## src/rtl/uart_pkg.sv

```systemverilog
// rtl/uart_pkg.sv - shared UART types, parity selectors and prescale constants
package uart_pkg;

    typedef enum logic [2:0] {
        IDLE   = 3'd0,
        START  = 3'd1,
        DATA   = 3'd2,
        PARITY = 3'd3,
        STOP   = 3'd4
    } uart_state_e;

    localparam logic PAR_EVEN = 1'b0;
    localparam logic PAR_ODD  = 1'b1;

    localparam int PRESCALE_8  = 8;
    localparam int PRESCALE_16 = 16;
    localparam int PRESCALE_32 = 32;

    function automatic logic majority3(input logic a, input logic b, input logic c);
        return (a & b) | (a & c) | (b & c);
    endfunction

endpackage

```

## src/rtl/uart_rx_sampler.sv

```systemverilog
// rtl/uart_rx_sampler.sv - per-bit edge counter, mid-bit triple capture and majority vote
module uart_rx_sampler
    import uart_pkg::*;
#(
    parameter int PRESCALE_W = 6
) (
    input  logic                  clk,
    input  logic                  rst_n,
    input  logic                  rx_s,
    input  logic                  run,
    input  logic [PRESCALE_W-1:0] prescale,
    output logic                  sampled_bit,
    output logic                  bit_valid,
    output logic                  bit_end
);

    localparam logic [PRESCALE_W-1:0] ONE = PRESCALE_W'(1);
    localparam logic [PRESCALE_W-1:0] TWO = PRESCALE_W'(2);

    logic [PRESCALE_W-1:0] edge_cnt;
    logic [PRESCALE_W-1:0] half;
    logic [PRESCALE_W-1:0] last;
    logic [2:0]            samp;

    assign half = {1'b0, prescale[PRESCALE_W-1:1]};
    assign last = prescale - ONE;

    // run is the owner's next-state-active flag, so the counter is already 0
    // in the cycle the FSM returns to IDLE and a new start bit lines up exactly.
    always_ff @(posedge clk or negedge rst_n) begin
        if (!rst_n) begin
            edge_cnt <= '0;
        end else if (!run || edge_cnt == last) begin
            edge_cnt <= '0;
        end else begin
            edge_cnt <= edge_cnt + ONE;
        end
    end

    always_ff @(posedge clk or negedge rst_n) begin
        if (!rst_n) begin
            samp <= 3'b111;
        end else begin
            if (edge_cnt == half - ONE) samp[0] <= rx_s;
            if (edge_cnt == half)       samp[1] <= rx_s;
            if (edge_cnt == half + ONE) samp[2] <= rx_s;
        end
    end

    assign sampled_bit = majority3(samp[0], samp[1], samp[2]);
    assign bit_valid   = (edge_cnt == half + TWO);
    assign bit_end     = (edge_cnt == last);

endmodule

```

## src/rtl/uart_rx.sv

```systemverilog
// rtl/uart_rx.sv - oversampling UART receiver with parity/stop checking and strobe outputs
module uart_rx
    import uart_pkg::*;
#(
    parameter int DATA_WIDTH = 8,
    parameter int PRESCALE_W = 6
) (
    input  logic                  clk,
    input  logic                  rst_n,
    input  logic                  rx_in,
    input  logic [PRESCALE_W-1:0] prescale,
    input  logic                  par_en,
    input  logic                  par_typ,
    output logic [DATA_WIDTH-1:0] p_data,
    output logic                  data_valid,
    output logic                  par_err,
    output logic                  stp_err
);

    localparam int BIT_CNT_W = (DATA_WIDTH > 1) ? $clog2(DATA_WIDTH) : 1;
    localparam logic [BIT_CNT_W-1:0] LAST_BIT = BIT_CNT_W'(DATA_WIDTH - 1);

    uart_state_e state, state_next;

    logic                  rx_meta, rx_s;
    logic [PRESCALE_W-1:0] cfg_prescale;
    logic                  cfg_par_en, cfg_par_typ;
    logic [BIT_CNT_W-1:0]  bit_cnt;
    logic [DATA_WIDTH-1:0] shreg;
    logic                  par_flag, stp_flag;

    logic sampled_bit, bit_valid, bit_end;
    logic run;
    logic start_det, shift_en, bit_adv, par_chk, stp_chk, frame_done;

    always_ff @(posedge clk or negedge rst_n) begin
        if (!rst_n) begin
            rx_meta <= 1'b1;
            rx_s    <= 1'b1;
        end else begin
            rx_meta <= rx_in;
            rx_s    <= rx_meta;
        end
    end

    assign run = (state_next != IDLE);

    uart_rx_sampler #(
        .PRESCALE_W (PRESCALE_W)
    ) u_sampler (
        .clk         (clk),
        .rst_n       (rst_n),
        .rx_s        (rx_s),
        .run         (run),
        .prescale    (cfg_prescale),
        .sampled_bit (sampled_bit),
        .bit_valid   (bit_valid),
        .bit_end     (bit_end)
    );

    always_ff @(posedge clk or negedge rst_n) begin
        if (!rst_n) state <= IDLE;
        else        state <= state_next;
    end

    always_comb begin
        state_next = state;
        unique case (state)
            IDLE:    if (!rx_s) state_next = START;
            START: begin
                // A high majority at mid-bit means the falling edge was noise.
                if (bit_valid && sampled_bit) state_next = IDLE;
                else if (bit_end)             state_next = DATA;
            end
            DATA:    if (bit_end && bit_cnt == LAST_BIT)
                         state_next = cfg_par_en ? PARITY : STOP;
            PARITY:  if (bit_end) state_next = STOP;
            STOP:    if (bit_end) state_next = IDLE;
            default: state_next = IDLE;
        endcase
    end

    always_comb begin
        start_det  = 1'b0;
        shift_en   = 1'b0;
        bit_adv    = 1'b0;
        par_chk    = 1'b0;
        stp_chk    = 1'b0;
        frame_done = 1'b0;
        unique case (state)
            IDLE:   start_det  = !rx_s;
            DATA: begin
                shift_en = bit_valid;
                bit_adv  = bit_end;
            end
            PARITY: par_chk    = bit_valid;
            STOP: begin
                stp_chk    = bit_valid;
                frame_done = bit_end;
            end
            default: ;
        endcase
    end

    always_ff @(posedge clk or negedge rst_n) begin
        if (!rst_n) begin
            cfg_prescale <= PRESCALE_W'(PRESCALE_8);
            cfg_par_en   <= 1'b0;
            cfg_par_typ  <= PAR_EVEN;
        end else if (start_det) begin
            cfg_prescale <= prescale;
            cfg_par_en   <= par_en;
            cfg_par_typ  <= par_typ;
        end
    end

    always_ff @(posedge clk or negedge rst_n) begin
        if (!rst_n) begin
            bit_cnt  <= '0;
            shreg    <= '0;
            par_flag <= 1'b0;
            stp_flag <= 1'b0;
        end else begin
            if (start_det) begin
                bit_cnt  <= '0;
                par_flag <= 1'b0;
                stp_flag <= 1'b0;
            end
            if (shift_en) shreg <= {sampled_bit, shreg[DATA_WIDTH-1:1]};
            if (bit_adv)  bit_cnt <= (bit_cnt == LAST_BIT) ? '0 : bit_cnt + BIT_CNT_W'(1);
            if (par_chk && (sampled_bit != (^shreg ^ cfg_par_typ))) par_flag <= 1'b1;
            if (stp_chk && !sampled_bit) stp_flag <= 1'b1;
        end
    end

    // p_data only moves on a clean frame so the consumer always sees the last good word.
    always_ff @(posedge clk or negedge rst_n) begin
        if (!rst_n) begin
            p_data     <= '0;
            data_valid <= 1'b0;
            par_err    <= 1'b0;
            stp_err    <= 1'b0;
        end else begin
            data_valid <= 1'b0;
            par_err    <= 1'b0;
            stp_err    <= 1'b0;
            if (frame_done) begin
                data_valid <= !(par_flag || stp_flag);
                par_err    <= par_flag;
                stp_err    <= stp_flag;
                if (!(par_flag || stp_flag)) p_data <= shreg;
            end
        end
    end

endmodule

```

## config.mk

```make
export PLATFORM = sky130hd
export DESIGN_NAME = uart_rx
export DESIGN_NICKNAME = d
export VERILOG_FILES = /design/src/rtl/uart_pkg.sv /design/src/rtl/uart_rx_sampler.sv /design/src/rtl/uart_rx.sv
export SDC_FILE = /design/constraint.sdc
export NUM_CORES = 1
export LEC_CHECK = 0
export CAP_MARGIN = 40
export CORE_MARGIN = 8
export CORE_UTILIZATION = 40
export DETAILED_ROUTE_END_ITERATION = 16
export MAX_ROUTING_LAYER = met4
export SKIP_CTS_REPAIR_TIMING = 1
export SYNTH_ARGS = -nofsm -noshare
export SYNTH_HDL_FRONTEND = slang
export SYNTH_SLANG_ARGS = --single-unit
```

## constraint.sdc

```tcl
create_clock -name clk -period 3.35 [get_ports clk]
set_clock_uncertainty 0.2 [all_clocks]
set_input_delay 0.8375 -clock clk [delete_from_list [all_inputs] [get_ports clk]]
set_output_delay 0.8375 -clock clk [all_outputs]
set_load 0.01 [all_outputs]
```

Word-level counts from Yosys, hierarchy flattened --
Cells that the tools add are included.
Cells by class: mux-type cells 24, add/sub/neg operators 6, $lt $le $gt $ge 0, multipliers 0, equality and inequality tests 11, div/mod/pow operators 0, bitwise logic cells 7, shift operators 0, reductions and logical operators 17
Operators with widths (number):
- two-way mux 3 bit | 10
- equality test 6 bit | 4
- one-hot mux 3 bit (5 select lines) | 1
- two-way mux 1 bit | 12
- parity 8 bit | 1
- adder 5 x 1 -> 6 bit, second input constant | 1
- adder 5 x 2 -> 6 bit, second input constant | 1
- adder 6 x 1 -> 6 bit, second input constant | 1
- equality test 3 x 2 -> 1 bit, second input constant | 2
- equality test 3 bit, second input constant | 2
- equality test 6 x 5 -> 1 bit | 1
- two-way mux 6 bit | 1
- nonzero test 2 bit | 3
- subtractor 5 x 1 -> 6 bit, second input constant | 1
- subtractor 6 x 1 -> 6 bit, second input constant | 1
- logical AND 1 bit | 4
- zero test 1 bit | 4
- adder 3 x 1 -> 3 bit, second input constant | 1
- bitwise AND 1 bit | 3
- equality test 3 x 1 -> 1 bit, second input constant | 1
- zero test 3 bit | 1
- nonzero test 3 bit | 1
- logical OR 1 bit | 2
- bitwise OR 1 bit | 2
- other kinds (4) | 4
Storage, ports and cells: flip-flop bits (word level) 46, bits of input ports 11, output and inout port bits 11, word-level logic and storage cells 83, bits in latches 0, memory bits (writable) 0, memories 0, bits in read-only memories 0

Logic depth before layout (Yosys ltp) --
depth in word-level cells 10, depth in mapped cells 9, gate-level depth less buffers 7

Hierarchy --
A second synthesis with hierarchy kept.
Second synthesis, totals: cell total of the unflattened synthesis 232, area, all modules 2661.3 um^2
By module, submodules not included:
- uart_rx | instances 1, area an instance 1636.6 um^2, cells each 115, sequential area each 929.6 um^2
- uart_rx_sampler | instances 1, area an instance 1024.7 um^2, cells each 117, sequential area each 229.0 um^2

Worst setup path before layout --
OpenSTA, ideal clock, no wires.
path kind register to register, start register cfg_prescale[3], end register p_data[0], buffers on the path 1, setup slack 713 ps, data required time 3025 ps, period minus slack after synthesis 2637 ps, arrival 2312 ps, stages on the path, launching flop included 9, cell sequence dfstp_2 -> buf_2 -> inv_1 -> ha_1 -> nor2b_1 -> o21ai_0 -> o2111ai_4 -> nor3_4 -> mux2_2
Between the ends: word-level cells in the longest chain between the ends 4
Ends and longest elaborated chain:
- start, declared | line uart_rx.sv:26 | logic [PRESCALE_W-1:0] cfg_prescale;
- start signal, assigned | line uart_rx.sv:107 | cfg_prescale <= PRESCALE_W'(PRESCALE_8);
- start signal, assigned | line uart_rx.sv:111 | cfg_prescale <= prescale;
- subtractor 6 x 1 -> 6 bit | line uart_rx_sampler.sv:26 | assign last = prescale - ONE;
- equality test 6 bit | line uart_rx_sampler.sv:52 | assign bit_end = (edge_cnt == last);
- two-way mux 1 bit | line uart_rx.sv:90 | unique case (state)
- AND reduction 2 bit (no source line)
- end signal, assigned | line uart_rx.sv:151 | if (!(par_flag || stp_flag)) p_data <= shreg;
- end, declared | line uart_rx.sv:14 | output logic [DATA_WIDTH-1:0] p_data,
Every way passes these cells. A chain may end at the register's enable or synchronous reset.

Final worst setup path --
start register cfg_prescale[3], end register shreg[3]
Between the ends: word-level cells in the longest chain between the ends 3
Ends and longest elaborated chain:
- adder 5 x 2 -> 6 bit | line uart_rx_sampler.sv:51 | assign bit_valid = (edge_cnt == half + TWO);
- equality test 6 bit | line uart_rx_sampler.sv:51
- two-way mux 1 bit | line uart_rx.sv:90
- end signal, assigned | line uart_rx.sv:129 | if (shift_en) shreg <= {sampled_bit, shreg[DATA_WIDTH-1:1]};
- end, declared | line uart_rx.sv:29 | logic [DATA_WIDTH-1:0] shreg;
Every way passes these cells.

==> reports/results.txt <==
Setup violations remaining at the end of the flow were counted as 0. Across the VDD grid, the largest voltage drop is 377 uV. The worst hold path was traced through 0 stages. The minimum setup slack among reg-to-reg paths was 0.34 ns; the number of standard-cell rows in the floorplan was 29. The total count of hold-check failures in the final report came out at 0. Routability-driven placement finished with a final weighted congestion of 0.880. Among all stages on the critical path, the largest delay is contributed by dfstp_2. After detailed routing, the number of vias per cell comes to 5.41. For the total via count in the routed design, the log shows 1850. Counting cells, the worst reg-to-reg path comes to 7. The number of slew-limit violations in the final report came out at 0.

The share of the Yosys chip area taken by registers is 43.7%. The combined buffer and inverter count along the critical path came out at 1. In this run, synthesis produced a sequential element count of 46.

In the synthesized netlist, the number of instances is 243. Family of cells with the greatest summed delay on the critical path: simple AND/OR/NAND/NOR gates. In the synthesized netlist the async set-or-reset flop fraction comes to 100%. The run gives 41.5% as the initial core utilization. Startpoint kind of the worst setup timing path: a register. The critical path goes through inv_1, ha_1, xor2_1, nor3_1, o211ai_1, nand2b_1, mux2_4. Global routing consumed, over all layers together, 12.5% of the routing resources. TritonCTS built the clock tree. The tools report the netlist area before placement as 2650 sq um.

The worst path in the final design needs a cycle of 3.01 ns, including I/O delays and setup. The wire length of the first global-routing pass was 9630 microns; the post-synthesis to final-layout area growth was 13.6%. After synthesis, the largest family of logic cells by area is simple AND/OR/NAND/NOR gates. At the end of the flow, the number of nets in the layout was 285. The analysis attributes to cell leakage a power of 1.33 nW.

The leading cell type by number of instances after synthesis is dfrtp_1. 0 antenna diodes ended up in the layout. The post-route fraction of the period consumed by the critical path was 89.8%; the setup TNS was 0 ns.

The leading register cell type out of synthesis was dfrtp_1. By area the synthesized netlist is led by dfrtp_1 38%, xnor2_1 6.6%, dfstp_2 5.9%, ha_1 4.7%, mux2_2 4.7%. Of the cells placed in the final design, the portion with a size suffix greater than 1 is 17.7%. The TritonCTS buffer count is 5.

The routed wire length came out at 5550 microns. The worst min-delay path class was register to register. After filler insertion, the fill cell instance count of the layout stands at 603. At the end of the flow the core is filled with cells to 47.2%.

The H-tree generated during clock tree synthesis spans 2 levels. After Yosys synthesis, full adders, half adders and majority gates account for 5.10% of the synthesized area. For this run, the detailed router's first-pass iteration total came to 4. Average size of a mapped cell: 10.9 sq um.

After clock tree synthesis, the clock-pin slew on the worst setup and hold paths is 0.09 ns. Summing the areas of all compound-gate instances in the mapped netlist gives 9.77% of the synthesized area. In this run the biggest area consumer among cell types represents 37.8% of the synthesized area.

From bottom edge to top edge, the die measures 97.4 microns. The data required time at the worst endpoint is 3.33 ns. The number of max-cap violations is 0. By count the netlist is led by 40 x dfrtp_1, 25 x nand2_1, 20 x xnor2_1.

The stage delay of the slowest cell on the critical path is 0.68 ns, and the top-level port count is 22. Setup repair after global routing left no endpoint under its margin. The tools report the area of the die as 9490 sq um. The kind of end point of the critical path is a register. The run gives 4020 microns as the final HPWL from detailed placement.

The first routing iteration left 90 violations. Summing the areas of all xor and xnor instances in the mapped netlist gives 11.2% of the synthesized area. The worst setup path is of the register to register kind. The average routed wire per standard cell is 16.2 microns.

The flow ran to the end, and the final reports show no timing, DRC or antenna violations. The basic-gate share of the synthesized area counting and, or, nand and nor cells came out at 16.6%. In this run the remaining antenna-violating nets after routing total 0.

Data on the critical path arrives at its endpoint at 2.99 ns. The maximum clock rate is 332 MHz, and the count of input and output buffers is 21. The initial antenna violation count came out at 0. The clock drives 46 sinks. The startpoint identified for the worst register-to-register timing path is cfg_prescale[3]. Summed over all instances, the cell type with the most area after synthesis is dfrtp_1.

In this run the critical register-to-register path is captured at shreg[3]. The Yosys step of the flow raised 0 warnings. The tools report the endpoint of the worst hold-timing path as rx_s. The source of the worst hold timing path is rx_meta. The worst-case headroom to the max-slew limit was 55.3%. The longest clock path from root to sink contains 2 buffers. The standard cell core area is 6390 sq um, and the area taken by flip-flops and latches is 1160 sq um.

In this run, synthesis inferred 0 flip-flops with an integrated enable. The power density over cell area works out to 799 nW/um^2. The slew at the pin closest to its max-slew limit is 0.666 ns, and the multi-input combinational cell area is 1410 sq um. The via count of the first global-routing pass came out at 1970. The netlist uses 52 different library cells. The portion of synthesized area spent on multiplexers is 10.3%.

The library cell used as clock root buffer is clkbuf_8. For this run, design rule violations remaining after detail routing come to 0. Total global routing overflow: 0.

The latest clock arrival within the worst-skew pair was 0.29 ns; the logic depth of the worst path, buffers included was 7. The number of nets handed over by synthesis was 264. In this run the horizontal extent of the chip is 97.4 microns. In this run the worst path has a maximum fanout of 10.

Entering global routing, the biggest net connects 26 pins.
[per-stage QoR]
| stage | hold slack (ns) | cell area [sq um] | power, mW | setup WS [ns] | cells |
|---|---|---|---|---|---|
| 2_1_floorplan | 0.145 | 2650 | 1.80 | 0.713 | 243 |
| 3_3_place_gp | 0.146 | 2920 | 2.04 | 0.407 | 334 |
| 3_5_place_dp | 0.151 | 2920 | 2.04 | 0.348 | 334 |
| 4_1_cts | 0.164 | 3010 | 2.41 | 0.327 | 342 |
| 5_1_grt | 0.167 | 3010 | 2.60 | 0.161 | 342 |
| 6_report | 0.162 | 3010 | 2.41 | 0.341 | 342 |
[where the power goes]
part | switching, mW | internal, mW | total [mW] | leakage, nW
Clock | 0.191 | 0.171 | 0.362 | 0.0489
Combinational | 0.634 | 0.506 | 1.14 | 0.684
Sequential | 0.215 | 0.688 | 0.903 | 0.598
[cells by family after synthesis]
group	count (synthesis)
flops	46
simple gates	82
compound gates	32
buf+inv	17
mux	22
fa+ha+maj	11
xor+xnor	33
[cells in the final DEF (no fill, tap or decap), types with 2 or more instances in the layout]
cell,n
a21oi_1,3
a221oi_2,2
and3_1,5
buf_4,2
clkbuf_8,6
clkdlybuf4s50_1,20
dfrtp_1,40
dfstp_2,6
ha_1,10
inv_1,8
mux2_2,11
mux2_4,8
mux2i_1,3
nand2_1,25
nand2b_1,4
nand3_1,5
nand3b_1,2
nand4_1,2
nor2_1,13
nor2b_1,4
nor3_1,7
nor3b_1,2
o211ai_1,3
o21ai_0,10
o31ai_1,2
or2_2,2
or3_1,3
xnor2_1,20
xor2_1,12
[worst max-delay path by stage]
stage	slack, ns	endpoint	start
3_3_place_gp	0.41	shreg[7]	cfg_prescale[3]
6_report	0.34	shreg[3]	cfg_prescale[3]
3_5_place_dp	0.35	shreg[3]	cfg_prescale[3]
5_1_grt	0.16	shreg[2]	cfg_prescale[3]
4_1_cts	0.33	shreg[3]	cfg_prescale[3]
2_1_floorplan	0.71	p_data[0]	cfg_prescale[3]
[area by class of cell]
cell class | count | share of cell area, %
clock inverter | 1 | 0.291
inverter | 8 | 0.997
timing repair buffer | 23 | 7.31
clock buffer | 7 | 2.87
multi-input combinational | 180 | 46.9
tap | 77 | 3.20
sequential | 46 | 38.5
[state kept, by name, summed over array words and instances, names as in the netlist]
signal / flops
stp_flag: 1
cfg_prescale: 6
par_flag: 1
rx_s: 1
u_sampler.edge_cnt: 6
cfg_par_en: 1
u_sampler.samp: 3
stp_err: 1
state: 3
data_valid: 1
par_err: 1
shreg: 8
cfg_par_typ: 1
rx_meta: 1
p_data: 8
bit_cnt: 3
[per-layer routing]
metal / share of wire [%] / vias up / GRT usage [%]
li1: - / 892 / -
met1: 48 / 922 / 15.7
met2: 49 / 28 / 19.5
met3: 2.1 / 8 / 2.49
met4: 1.4 / 0 / 4.08
met5: 0 / - / -
No activity file was read; power rests on OpenSTA's default activity.
